--- src/rtl/io_rle_if.sv ---
// Field/flush/word handshake bundle between the read sequencer, the RLE encoder and the host bus.
interface io_rle_if #(
   parameter int FIELD_W = 16,
   parameter int WORD_W  = 32,
   parameter int LEN_W   = 5
);
   logic               field_valid;
   logic               field_ready;
   logic [FIELD_W-1:0] field_data;
   logic [LEN_W-1:0]   field_len;
   logic               flush;
   logic               flush_done;
   logic [WORD_W-1:0]  word_data;
   logic               word_valid;
   logic               word_ack;

   modport master (
      output field_valid, field_data, field_len, flush, word_ack,
      input  field_ready, flush_done, word_data, word_valid
   );

   modport slave (
      input  field_valid, field_data, field_len, flush, word_ack,
      output field_ready, flush_done, word_data, word_valid
   );
endinterface

--- src/rtl/io_rle_encoder.sv ---
// RLE encoder: L-bit field takes 1 accept + L shift cycles; SHIFT stalls only when a word completes into a full output.
// Optional IO_RLE_WORD_COUNT_EN adds a 16-bit count of words entering the output register.
module io_rle_encoder #(
   parameter int FIELD_W = 16,
   parameter int RUN_W   = 3,
   parameter int WORD_W  = 32
) (
   input  logic        clk,
   input  logic        rst,
   io_rle_if.slave     bus
`ifdef IO_RLE_WORD_COUNT_EN
   ,
   output logic [15:0] word_count
`endif
);
   localparam int NIB_W   = RUN_W + 1;
   localparam int NIBBLES = WORD_W / NIB_W;
   localparam int NC_W    = $clog2(NIBBLES);
   localparam int LEN_W   = $clog2(FIELD_W + 1);
   localparam int SH_W    = $clog2(WORD_W);
   localparam logic [RUN_W-1:0] MAX_RUN       = '1;
   localparam logic [NC_W-1:0]  LAST_NIB      = NC_W'(NIBBLES - 1);
   localparam logic [LEN_W-1:0] FIELD_LEN_MAX = LEN_W'(FIELD_W);

   typedef enum logic [1:0] {S_IDLE, S_SHIFT, S_FLUSH} state_t;

   state_t             state_q, state_d;
   logic [FIELD_W-1:0] sh_q, sh_d;
   logic [LEN_W-1:0]   cnt_q, cnt_d;
   logic               run_bit_q, run_bit_d;
   logic [RUN_W-1:0]   run_len_q, run_len_d;
   logic [WORD_W-1:0]  pack_q, pack_d;
   logic [NC_W-1:0]    nib_cnt_q, nib_cnt_d;
   logic [WORD_W-1:0]  out_q, out_d;
   logic               out_vld_q, out_vld_d;
   logic               done_q, done_d;
   logic               ready_q, ready_d;

   logic               cur_bit, emit, out_free, xfer;
   logic [NIB_W-1:0]   nib;
   logic [SH_W-1:0]    nib_sh;
   logic [WORD_W-1:0]  nib_pos;
   logic [LEN_W-1:0]   len_clamp;

   always_comb begin
      state_d   = state_q;
      sh_d      = sh_q;
      cnt_d     = cnt_q;
      run_bit_d = run_bit_q;
      run_len_d = run_len_q;
      pack_d    = pack_q;
      nib_cnt_d = nib_cnt_q;
      out_d     = out_q;
      done_d    = 1'b0;
      xfer      = 1'b0;

      cur_bit   = sh_q[FIELD_W-1];
      emit      = (run_len_q != '0) && ((cur_bit != run_bit_q) || (run_len_q == MAX_RUN));
      nib       = {run_bit_q, run_len_q};
      nib_sh    = SH_W'(nib_cnt_q) * SH_W'(NIB_W);
      nib_pos   = {nib, {(WORD_W-NIB_W){1'b0}}} >> nib_sh;
      out_free  = !out_vld_q || bus.word_ack;
      len_clamp = (bus.field_len > FIELD_LEN_MAX) ? FIELD_LEN_MAX : bus.field_len;

      case (state_q)
         S_IDLE: begin
            if (bus.field_valid && ready_q) begin
               if (len_clamp != '0) begin
                  sh_d    = bus.field_data << (FIELD_LEN_MAX - len_clamp);
                  cnt_d   = len_clamp;
                  state_d = S_SHIFT;
               end
            // done_q guard stops a still-high flush from re-triggering in its done cycle
            end else if (bus.flush && !done_q) begin
               state_d = S_FLUSH;
            end
         end
         S_SHIFT: begin
            if (!(emit && (nib_cnt_q == LAST_NIB) && !out_free)) begin
               if (emit) begin
                  if (nib_cnt_q == LAST_NIB) begin
                     out_d     = pack_q | nib_pos;
                     xfer      = 1'b1;
                     pack_d    = '0;
                     nib_cnt_d = '0;
                  end else begin
                     pack_d    = pack_q | nib_pos;
                     nib_cnt_d = nib_cnt_q + NC_W'(1);
                  end
               end
               if (emit || (run_len_q == '0)) begin
                  run_bit_d = cur_bit;
                  run_len_d = RUN_W'(1);
               end else begin
                  run_len_d = run_len_q + RUN_W'(1);
               end
               sh_d  = sh_q << 1;
               cnt_d = cnt_q - LEN_W'(1);
               if (cnt_q == LEN_W'(1)) state_d = S_IDLE;
            end
         end
         S_FLUSH: begin
            // Pack never holds a full word, so pending run plus pack always fits one word
            if ((run_len_q == '0) && (nib_cnt_q == '0)) begin
               done_d  = 1'b1;
               state_d = S_IDLE;
            end else if (out_free) begin
               out_d     = pack_q | ((run_len_q != '0) ? nib_pos : '0);
               xfer      = 1'b1;
               pack_d    = '0;
               nib_cnt_d = '0;
               run_bit_d = 1'b0;
               run_len_d = '0;
               done_d    = 1'b1;
               state_d   = S_IDLE;
            end
         end
         default: state_d = S_IDLE;
      endcase

      out_vld_d = xfer || (out_vld_q && !bus.word_ack);
      ready_d   = (state_d == S_IDLE);
   end

   always_ff @(posedge clk or negedge rst) begin
      if (!rst) begin
         state_q   <= S_IDLE;
         sh_q      <= '0;
         cnt_q     <= '0;
         run_bit_q <= 1'b0;
         run_len_q <= '0;
         pack_q    <= '0;
         nib_cnt_q <= '0;
         out_q     <= '0;
         out_vld_q <= 1'b0;
         done_q    <= 1'b0;
         ready_q   <= 1'b0;
      end else begin
         state_q   <= state_d;
         sh_q      <= sh_d;
         cnt_q     <= cnt_d;
         run_bit_q <= run_bit_d;
         run_len_q <= run_len_d;
         pack_q    <= pack_d;
         nib_cnt_q <= nib_cnt_d;
         out_q     <= out_d;
         out_vld_q <= out_vld_d;
         done_q    <= done_d;
         ready_q   <= ready_d;
      end
   end

   assign bus.field_ready = ready_q;
   assign bus.flush_done  = done_q;
   assign bus.word_data   = out_q;
   assign bus.word_valid  = out_vld_q;

`ifdef IO_RLE_WORD_COUNT_EN
   logic [15:0] wc_q;

   always_ff @(posedge clk or negedge rst) begin
      if (!rst)      wc_q <= '0;
      else if (xfer) wc_q <= wc_q + 16'd1;
   end

   assign word_count = wc_q;
`endif
endmodule

--- src/flat_wrapper.sv ---
// flat-port wrapper written by rule: the top's interface ports become plain ports
module io_rle_encoder_flat 
#(
   parameter int FIELD_W = 16,
   parameter int RUN_W   = 3,
   parameter int WORD_W  = 32
)
  (clk, rst, bus_field_valid, bus_field_data, bus_field_len, bus_flush, bus_word_ack, bus_field_ready, bus_flush_done, bus_word_data, bus_word_valid);
  io_rle_if #(.FIELD_W(FIELD_W), .WORD_W(WORD_W), .LEN_W(5)) bus_i ();
  input  logic clk;
  input  logic rst;
  input wire logic [$bits(bus_i.field_valid)-1:0] bus_field_valid;
  input wire logic [$bits(bus_i.field_data)-1:0] bus_field_data;
  input wire logic [$bits(bus_i.field_len)-1:0] bus_field_len;
  input wire logic [$bits(bus_i.flush)-1:0] bus_flush;
  input wire logic [$bits(bus_i.word_ack)-1:0] bus_word_ack;
  output wire logic [$bits(bus_i.field_ready)-1:0] bus_field_ready;
  output wire logic [$bits(bus_i.flush_done)-1:0] bus_flush_done;
  output wire logic [$bits(bus_i.word_data)-1:0] bus_word_data;
  output wire logic [$bits(bus_i.word_valid)-1:0] bus_word_valid;
  assign bus_i.field_valid = bus_field_valid;
  assign bus_i.field_data = bus_field_data;
  assign bus_i.field_len = bus_field_len;
  assign bus_i.flush = bus_flush;
  assign bus_i.word_ack = bus_word_ack;
  assign bus_field_ready = bus_i.field_ready;
  assign bus_flush_done = bus_i.flush_done;
  assign bus_word_data = bus_i.word_data;
  assign bus_word_valid = bus_i.word_valid;
  io_rle_encoder #(.FIELD_W(FIELD_W), .RUN_W(RUN_W), .WORD_W(WORD_W)) u_core (.clk(clk), .rst(rst), .bus(bus_i));
endmodule
--- config.mk ---
export PLATFORM = sky130hd
export DESIGN_NAME = io_rle_encoder_flat
export DESIGN_NICKNAME = d
export VERILOG_FILES = /design/src/rtl/io_rle_if.sv /design/src/rtl/io_rle_encoder.sv /design/src/flat_wrapper.sv
export SDC_FILE = /design/constraint.sdc
export NUM_CORES = 1
export LEC_CHECK = 0
export BUFFER_PORTS_ARGS = -buffer_cell sky130_fd_sc_hd__buf_2
export CORE_ASPECT_RATIO = 0.7
export CORE_MARGIN = 10
export CORE_UTILIZATION = 50
export CTS_CLUSTER_SIZE = 12
export DETAILED_ROUTE_END_ITERATION = 10
export PLACE_DENSITY = 0.69
export SLEW_MARGIN = 10
export SYNTH_ARGS = -nofsm -noshare
export SYNTH_HDL_FRONTEND = slang
export SYNTH_SLANG_ARGS = --single-unit
--- constraint.sdc ---
create_clock -name clk -period 4 [get_ports clk]
set_input_delay 1 -clock clk [delete_from_list [all_inputs] [get_ports clk]]
set_output_delay 1 -clock clk [all_outputs]
set_load 0.02 [all_outputs]
# == Yosys cells after proc, flatten, opt, wreduce, memory -nomap -nowiden ==
# Cells that the tools add are included.
# classes
n_addsub,4
magnitude_cmp,1
n_eq_ne,14
shift,2
n_mux,52
bitwise_logic,2
reduce_logical,28
# op_table
cell,n
$mux 32,11
$pmux 32 s2,2
$or 32x32->32,2
$mux 16,3
$pmux 16 s2,1
$shr 32x5->32,1
$mux 3,7
$mux 5,4
$shl 16x5->16,1
$mux 2,7
$ne 2x1->1 const B,6
$pmux 3 s2,2
$mux 1,11
$pmux 5 s2,1
$reduce_and 5->1,2
$reduce_and 4->1,2
$logic_and 1x1->1,7
$add 3x1->3 const B,2
$eq 3x3->1 const B,2
$logic_not 3->1,2
$pmux 2 s3,1
$reduce_and 6->1,1
$eq 5x1->1 const B,1
$gt 5x5->1 const B,1
other kinds (13),23
# word_totals
reg_bits,97
input_bits,26

# == Logic depth before layout (Yosys ltp) ==
# Gate-level depths: netlist (run 1).
# logic_depth
ltp_word,8
mapped_depth,17
ltp_nobuf,11

# == Worst setup path after synthesis (run 1) ==
# Ideal clock, no wire load.
# synth_timing
kind,input to register
startpoint,input port bus_field_len[0]
endpoint,register u_core.sh_q[4]
setup_time_ps,128
arrival_ps,3668
path_slack_ps,204
path_stages,16
path_buffers,7
cell_sequence,buf_6 > nor2b_1 > buf_4 > inv_1 > buf_4 > ha_1 > buf_2 > clkbuf_1 > o21a_1 > ha_1 > and3b_1 > mux2i_1 > a21o_1 > clkbuf_1 > buf_2 > o21ai_0
# synth_via
elab_chain_cells,7
word_cells_on_any_way,10
classes_between,1 x add/sub; 1 x order compare; 1 x eq/ne; 1 x shift; 4 x mux; 2 x reduce/logical
# synth_rtl
element,line_no,source
"start, declared",flat_wrapper.sv:14,input wire logic [$bits(bus_i.field_len)-1:0] bus_field_len;
$gt 5x5->1,io_rle_encoder.sv:63,len_clamp = (bus.field_len > FIELD_LEN_MAX) ? FIELD_LEN_MAX : bus.field_len;
$mux 5 *,io_rle_encoder.sv:63,
$sub 5x5->5,io_rle_encoder.sv:69,sh_d = bus.field_data << (FIELD_LEN_MAX - len_clamp);
$shl 16x5->16,io_rle_encoder.sv:69,
$mux 16,io_rle_encoder.sv:68,if (len_clamp != '0) begin
$mux 16,io_rle_encoder.sv:67,if (bus.field_valid && ready_q) begin
$pmux 16 s2,io_rle_encoder.sv:65,case (state_q)
"end signal, assigned",io_rle_encoder.sv:128,sh_q <= '0;
"end signal, assigned",io_rle_encoder.sv:140,sh_q <= sh_d;
"end, declared",io_rle_encoder.sv:28,"logic [FIELD_W-1:0] sh_q, sh_d;"
# Every way passes the cells marked *; elsewhere a longest branch is shown, timed or not. The select of a mux whose other input is x is not followed.
# A chain may end at the register's enable or synchronous reset.

# == Worst setup path after layout (run 1) ==
# layout_timing
startpoint,input port bus_field_len[0]
endpoint,register u_core.sh_q[7]
# The elaborated chain is that of the path after synthesis.

==> metrics.md, run 1 <==
| Metric | Value |
|---|---|
| RSZ-0062 raised after global routing | `false` |
| Crit-path cells | `buf_2, nor2b_1, inv_1, ha_1, buf_4, mux2i_1, mux2i_1, mux2i_1, o21ai_0, o21a_1` |
| GRT Util Overall | `17.9%` |
| Adder-Cell Fraction of Synth Area | `3.27%` |
| #FFs+latches synth | `97` |
| CP Launch Type | `input port` |
| Status | `finished clean` |
| Detailed Place HPWL | `9.73 mm` |
| Top cells by count, synth | `97 x dfrtp_1, 60 x nand2_1, 60 x o21ai_0, 53 x a21oi_1, 53 x nor2_1` |
| TNS Setup | `0 ns` |
| Worst-path clk slew | `0.06 ns` |
| Vias in the first global route | `4317` |
| Leak | `2.80 nW` |
| Xor/xnor share of the synthesized area | `1.14%` |
| CP max stage delay | `0.73 ns` |
| Post-synthesis cell count | `570` |
| Final instance area | `6080 um2` |
| Num CTS Buffers | `9` |
| Worst-Margin Slew | `0.936 ns` |
| I/O Pins | `61` |
| Area growth from synthesis to layout | `13.3%` |
| Cts hold-fix bufs | `0` |
| Pin count of the biggest net entering global routing | `65` |
| Clock H-tree levels | `3` |
| FFs w/ async S/R, synth | `100%` |
| Worst EP arrival | `3.36 ns` |
| Root Driver | `clkbuf_16` |
| Final WL | `13.4 mm` |
| Die area | `15300 um2` |
| DRT Pass-1 Iters | `6` |
| Layout net count | `655` |
| Hold Worst Slack | `0.472 ns` |
| Buffer and inverter count on the worst path | `3` |
| Setup bufs post-CTS | `0` |
| Detailed-route via count | `4559` |
| Top post-synthesis cells by area | `dfrtp_1 45%, o21ai_0 5.6%, a21oi_1 4.9%` |
| Top cell type's share of synthesized area | `45.3%` |
| Worst path most repeated cell | `mux2i_1` |
| Routed Antenna Nets | `0` |
| Top-count cell post-synth | `dfrtp_1` |
| Utilization after layout | `58.4%` |
| Row cnt | `31` |
| Mux contribution to synthesized area | `9.26%` |
| Crit-path max FO | `17` |
| CP Class | `input port to flip-flop` |
| Simple-gate area share of the yosys netlist | `14.6%` |
| TritonCTS clock tree | `done` |
| Max IR drop VDD | `320 uV` |
| GP Congestion | `0.917` |
| Syn Nets | `610` |
| Pwr dens | `679 nW/um2` |
| Setup violations, final | `0` |
| Slew Limit Fails | `0` |
| FMAX | `320 MHz` |
| Dpl cell area | `5760 um2` |
| Worst Skew | `0.00852 ns` |
| Number of flops mapped to enable cells by yosys | `0` |
| First-pass GRT wire length | `22.3 mm` |
| CTS resizes | `0` |
| Unique cell type count in the Yosys netlist | `59` |
| GR Overflow Total | `0` |
| Port Buf Inserts | `60` |
| Fin crit share | `78.1%` |
| Share of layout cells above drive strength 1 | `18.9%` |
| Final Hold Vio Count | `0` |
| Die Ht | `107 um` |
| Clk Latency, worst-skew pair | `0.35 ns` |
| Slowest cell on crit path | `ha_1` |
| Synth Cell Area | `5360 um2` |
| # DRC | `0` |
| Core Area | `10400 um2` |
| Largest family of logic cells by synthesized area | `compound AO/OA/AOI/OAI gates` |
| Synth Area in Compound Gates | `22.0%` |
| Max-slew headroom | `37.1%` |
| Critical Path RT | `4.24 ns` |
| Biggest area consumer among synthesized cells | `dfrtp_1` |
| Post-DR wirelength/cell | `17.9 um` |
| Yosys Warn Count | `0` |
| Starting Density | `51.6%` |
| # diodes | `0` |
| Antenna violations before repair | `0` |
| Max-cap viol count | `0` |
| Largest delay share family, worst path | `adder cells` |
| Clock Tree Buf Depth | `2` |
| Synth Area per Inst | `9.41 um2` |
| Tmin final | `3.12 ns` |
| Synth Flop Type | `dfrtp_1` |
| First DRT Iteration DRCs | `500` |
| Die Wd | `144 um` |
| Clock sink count | `97` |
| CP Capture Type | `flip-flop` |
| Vias/cell | `6.06` |
| Sequential fraction of the synthesis area | `45.3%` |
| Worst Hold Class | `flip-flop to flip-flop` |
==> logic make-up (layout without fill, tap and decap cells) <==
group | after synthesis | count (layout)
DFF | 97 | 97
adders and majority gates | 14 | 14
buffers and inverters | 53 | 103
xor gates and xnor gates | 4 | 4
and+or+nand+nor | 169 | 169
muxes | 37 | 37
AOI/OAI and AO/OA | 196 | 196
==> worst paths after layout <==
kind,from,slack (ns),cells after the start,endpoint
min in group asynchronous,rst,0.59,1,u_core.cnt_q[3]
min reg2reg,u_core.bus.word_data[7],0.47,2,u_core.bus.word_data[7]
max reg2reg,u_core.run_len_q[0],1.16,10,u_core.pack_q[18]
max in group asynchronous,rst,2.64,2,u_core.pack_q[17]
max,bus_field_len[0],0.88,10,u_core.sh_q[7]
min,u_core.bus.word_data[7],0.47,2,u_core.bus.word_data[7]
==> cell type report <==
| type | count | area [um2] |
|---|---|---|
| fill | 949 | 4320 |
| multi-input combinational | 420 | 2710 |
| timing repair buffer | 73 | 400 |
| clock buffer | 9 | 225 |
| sequential | 97 | 2430 |
| inverter | 14 | 52.6 |
| clock inverter | 7 | 93.8 |
| tap | 132 | 165 |
==> registers in the layout (all words and copies together) (netlist names) <==
| name | cells |
|---|---|
| u_core.bus.field_ready | 1 |
| u_core.bus.flush_done | 1 |
| u_core.bus.word_data | 32 |
| u_core.bus.word_valid | 1 |
| u_core.cnt_q | 5 |
| u_core.nib_cnt_q | 3 |
| u_core.pack_q | 32 |
| u_core.run_bit_q | 1 |
| u_core.run_len_q | 3 |
| u_core.sh_q | 16 |
| u_core.state_q | 2 |
==> placed cells by master, fill, tap and decap left out, types with 3 or more instances in the layout <==
master	synthesis	layout
nand2_1	60	60
buf_2	13	59
o211ai_1	5	5
a21oi_1	53	52
mux2_2	7	7
nor2_1	53	53
mux4_2	8	8
ha_1	14	14
clkbuf_16	0	9
nor2b_1	9	8
a22oi_1	4	4
inv_1	14	14
buf_4	5	14
o21a_1	4	4
nand2b_1	7	7
dfrtp_1	97	97
o21ai_0	60	60
a221oi_1	4	4
nand3_1	14	14
a32oi_1	5	5
mux2i_1	20	20
a211o_1	4	4
o22a_1	3	3
nor3_1	12	12
a2bb2oi_1	4	4
a31oi_1	33	33
==> per-stage QoR <==
stage / power, W / setup WS (ns) / cells
3_3_place_gp: 0.00315 / 0.651 / 736
3_5_place_dp: 0.00321 / 0.579 / 736
6_report: 0.00412 / 0.877 / 752
2_1_floorplan: 0.00271 / 0.204 / 570
5_1_grt: 0.00442 / 0.651 / 752
4_1_cts: 0.00414 / 0.907 / 752
==> per-layer routing <==
metal	global-route usage (%)	routed length, um	share of wire (%)	up-vias
li1	-	-	-	2165
met1	26.2	6380	47	2222
met2	25.2	5810	43	154
met3	5.07	1090	8.1	18
met4	4.80	159	1.2	0
met5	0	0	0	-
==> worst reg2reg max path, stage by stage, from the launching register on <==
cell and delay, ns:
dfrtp_1 0.61, inv_1 0.15, ha_1 0.25, and4bb_1 0.25
o21ai_0 0.16, nand2_1 0.11, a21oi_2 0.30, buf_4 0.28
nor2b_2 0.17, buf_4 0.32, nor2_1 0.11
==> power by group <==
group / switching (W) / total, W / internal [W] / leakage (nW)
registers: 0.000245 / 0.00154 / 0.00129 / 1.29
clock network: 0.000370 / 0.000918 / 0.000547 / 0.152
logic: 0.00110 / 0.00167 / 0.000569 / 1.36
No activity file was read; power rests on OpenSTA's default activity.
==> run 2, diff against run 1 <==
- clock period: 4 -> 2.9 ns (I/O delays scaled with it)
==> run 2 against run 1 <==
Against the previous run: global-route usage decreased by 0.26 points; hold slack worse by 0.089 ns; setup slack worse by 0.47 ns; die area did not move; register-to-register slack lost 0.69 ns; sequential share of layout area decreased by 1.2 points; design area is 3.2% higher; sequential power grew 37%; first-iteration DRC count decreased by 7.0%; largest cell class unchanged; highest routed layer unchanged.
==> metrics.md, run 2 (same netlist as run 1, synthesis figures left out) <==
| Metric | Value |
|---|---|
| Most frequent cells in the layout | `97 x dfrtp_1, 60 x nand2_1, 59 x buf_2` |
| Vias in the first global route | `4356` |
| # fillers | `869` |
| Clock sink count | `97` |
| Tmin final | `2.49 ns` |
| Largest delay share family, worst path | `compound AO/OA/AOI/OAI gates` |
| Row cnt | `31` |
| Setup bufs post-CTS | `0` |
| TritonCTS clock tree | `done` |
| Port Buf Inserts | `60` |
| Slew Limit Fails | `0` |
| Reg-to-reg setup timing slack | `0.47 ns` |
| Clock Tree Buf Depth | `2` |
| Antenna violations before repair | `0` |
| Detailed-route via count | `4592` |
| Detailed Place HPWL | `9.76 mm` |
| Max-slew headroom | `29.2%` |
| Pwr dens | `954 nW/um2` |
| Final WL | `13.3 mm` |
| Vias/cell | `6.02` |
| Worst-path clk slew | `0.07 ns` |
| Clk Latency, worst-skew pair | `0.34 ns` |
| CP max stage delay | `0.35 ns` |
| CP Class | `input port to flip-flop` |
| CP Launch Type | `input port` |
| Num CTS Buffers | `9` |
| Max-cap viol count | `0` |
| Pin count of the biggest net entering global routing | `65` |
| GRT Util Overall | `17.6%` |
| Share of layout cells above drive strength 1 | `21.1%` |
| Worst Hold Class | `input port to async pin` |
| Slowest cell on crit path | `a21o_1` |
| Utilization after layout | `60.3%` |
| # DRC | `0` |
| Worst EP arrival | `2.73 ns` |
| RSZ-0062 raised after global routing | `false` |
| DRT Pass-1 Iters | `5` |
| CTS resizes | `0` |
| Leak | `2.89 nW` |
| First DRT Iteration DRCs | `465` |
| Root Driver | `clkbuf_16` |
| Crit-path cells | `buf_2, nor2b_1, inv_2, ha_4, o21a_1, ha_2, and3b_2, mux2i_4, a21o_1, a21oi_1, o21ai_1, o22a_1` |
| Hold Worst Slack | `0.384 ns` |
| Routed Antenna Nets | `0` |
| Starting Density | `51.6%` |
| GP Congestion | `0.902` |
| I/O Pins | `61` |
| Final Hold Vio Count | `0` |
| GR Overflow Total | `0` |
| Area growth from synthesis to layout | `16.9%` |
| Die area | `15300 um2` |
| Buffer and inverter count on the worst path | `2` |
| Cts hold-fix bufs | `0` |
| Core Area | `10400 um2` |
| Clock H-tree levels | `3` |
| CP Capture Type | `flip-flop` |
| Max IR drop VDD | `491 uV` |
| First-pass GRT wire length | `22.2 mm` |
| Die Wd | `144 um` |
| Critical Path RT | `3.13 ns` |
| Fin crit share | `86.0%` |
| Die Ht | `107 um` |
| Worst-Margin Slew | `1.05 ns` |
| Layout net count | `666` |
| FMAX | `401 MHz` |
| Worst Skew | `0.00414 ns` |
| # diodes | `0` |
| Most common cell after layout, fill and taps aside | `dfrtp_1` |
| Post-DR wirelength/cell | `17.4 um` |
| Status | `finished clean` |
| Setup violations, final | `0` |
| Crit-path max FO | `17` |
[run 2: worst paths after layout]
path                                                from  depth (start not counted)                        to
worst max-delay path                    bus_field_len[4]                         12           u_core.sh_q[12]
worst min register to register  u_core.bus.word_data[25]                          2  u_core.bus.word_data[25]
max in group asynchronous                            rst                          2            u_core.sh_q[5]
worst max register to register       u_core.run_len_q[0]                          9          u_core.pack_q[7]
worst min-delay path                                 rst                          1           u_core.cnt_q[2]
min in group clk                u_core.bus.word_data[25]                          2  u_core.bus.word_data[25]
[run 2: report_power, final]
part / switching (W) / internal (W)
Clock: 0.000510 / 0.000956
Combinational: 0.00154 / 0.000861
Sequential: 0.000327 / 0.00178
Total: 0.00238 / 0.00360
[run 2: area by class of cell]
| class | instances | area [um2] | share of cell area [%] |
|---|---|---|---|
| inverters | 14 | 52.6 | 0.838 |
| clock inverters | 6 | 136 | 2.18 |
| flip-flops and latches | 97 | 2430 | 38.7 |
| multi-input cells | 420 | 2740 | 43.7 |
| repair buffers | 84 | 508 | 8.10 |
| well taps | 132 | 165 | 2.63 |
| clock buffers | 10 | 239 | 3.81 |
[run 2: routing by layer]
layer	track usage [%]	wire [um]
met1	25.9	6270
met2	25.6	5920
met3	4.50	958
met4	3.78	109
met5	0	0
[run 2: metrics by stage]
step | cell area [um2] | power, W | TNS, ns | setup slack (ns) | cells
2_1_floorplan | 5440 | 0.00379 | -2.20 | -0.185 | 570
3_3_place_gp | 5890 | 0.00442 | 0 | 0.152 | 747
3_5_place_dp | 5890 | 0.00450 | 0 | 0.0621 | 747
4_1_cts | 6270 | 0.00599 | 0 | 0.422 | 763
5_1_grt | 6270 | 0.00638 | 0 | 0.253 | 763
6_report | 6270 | 0.00598 | 0 | 0.405 | 763
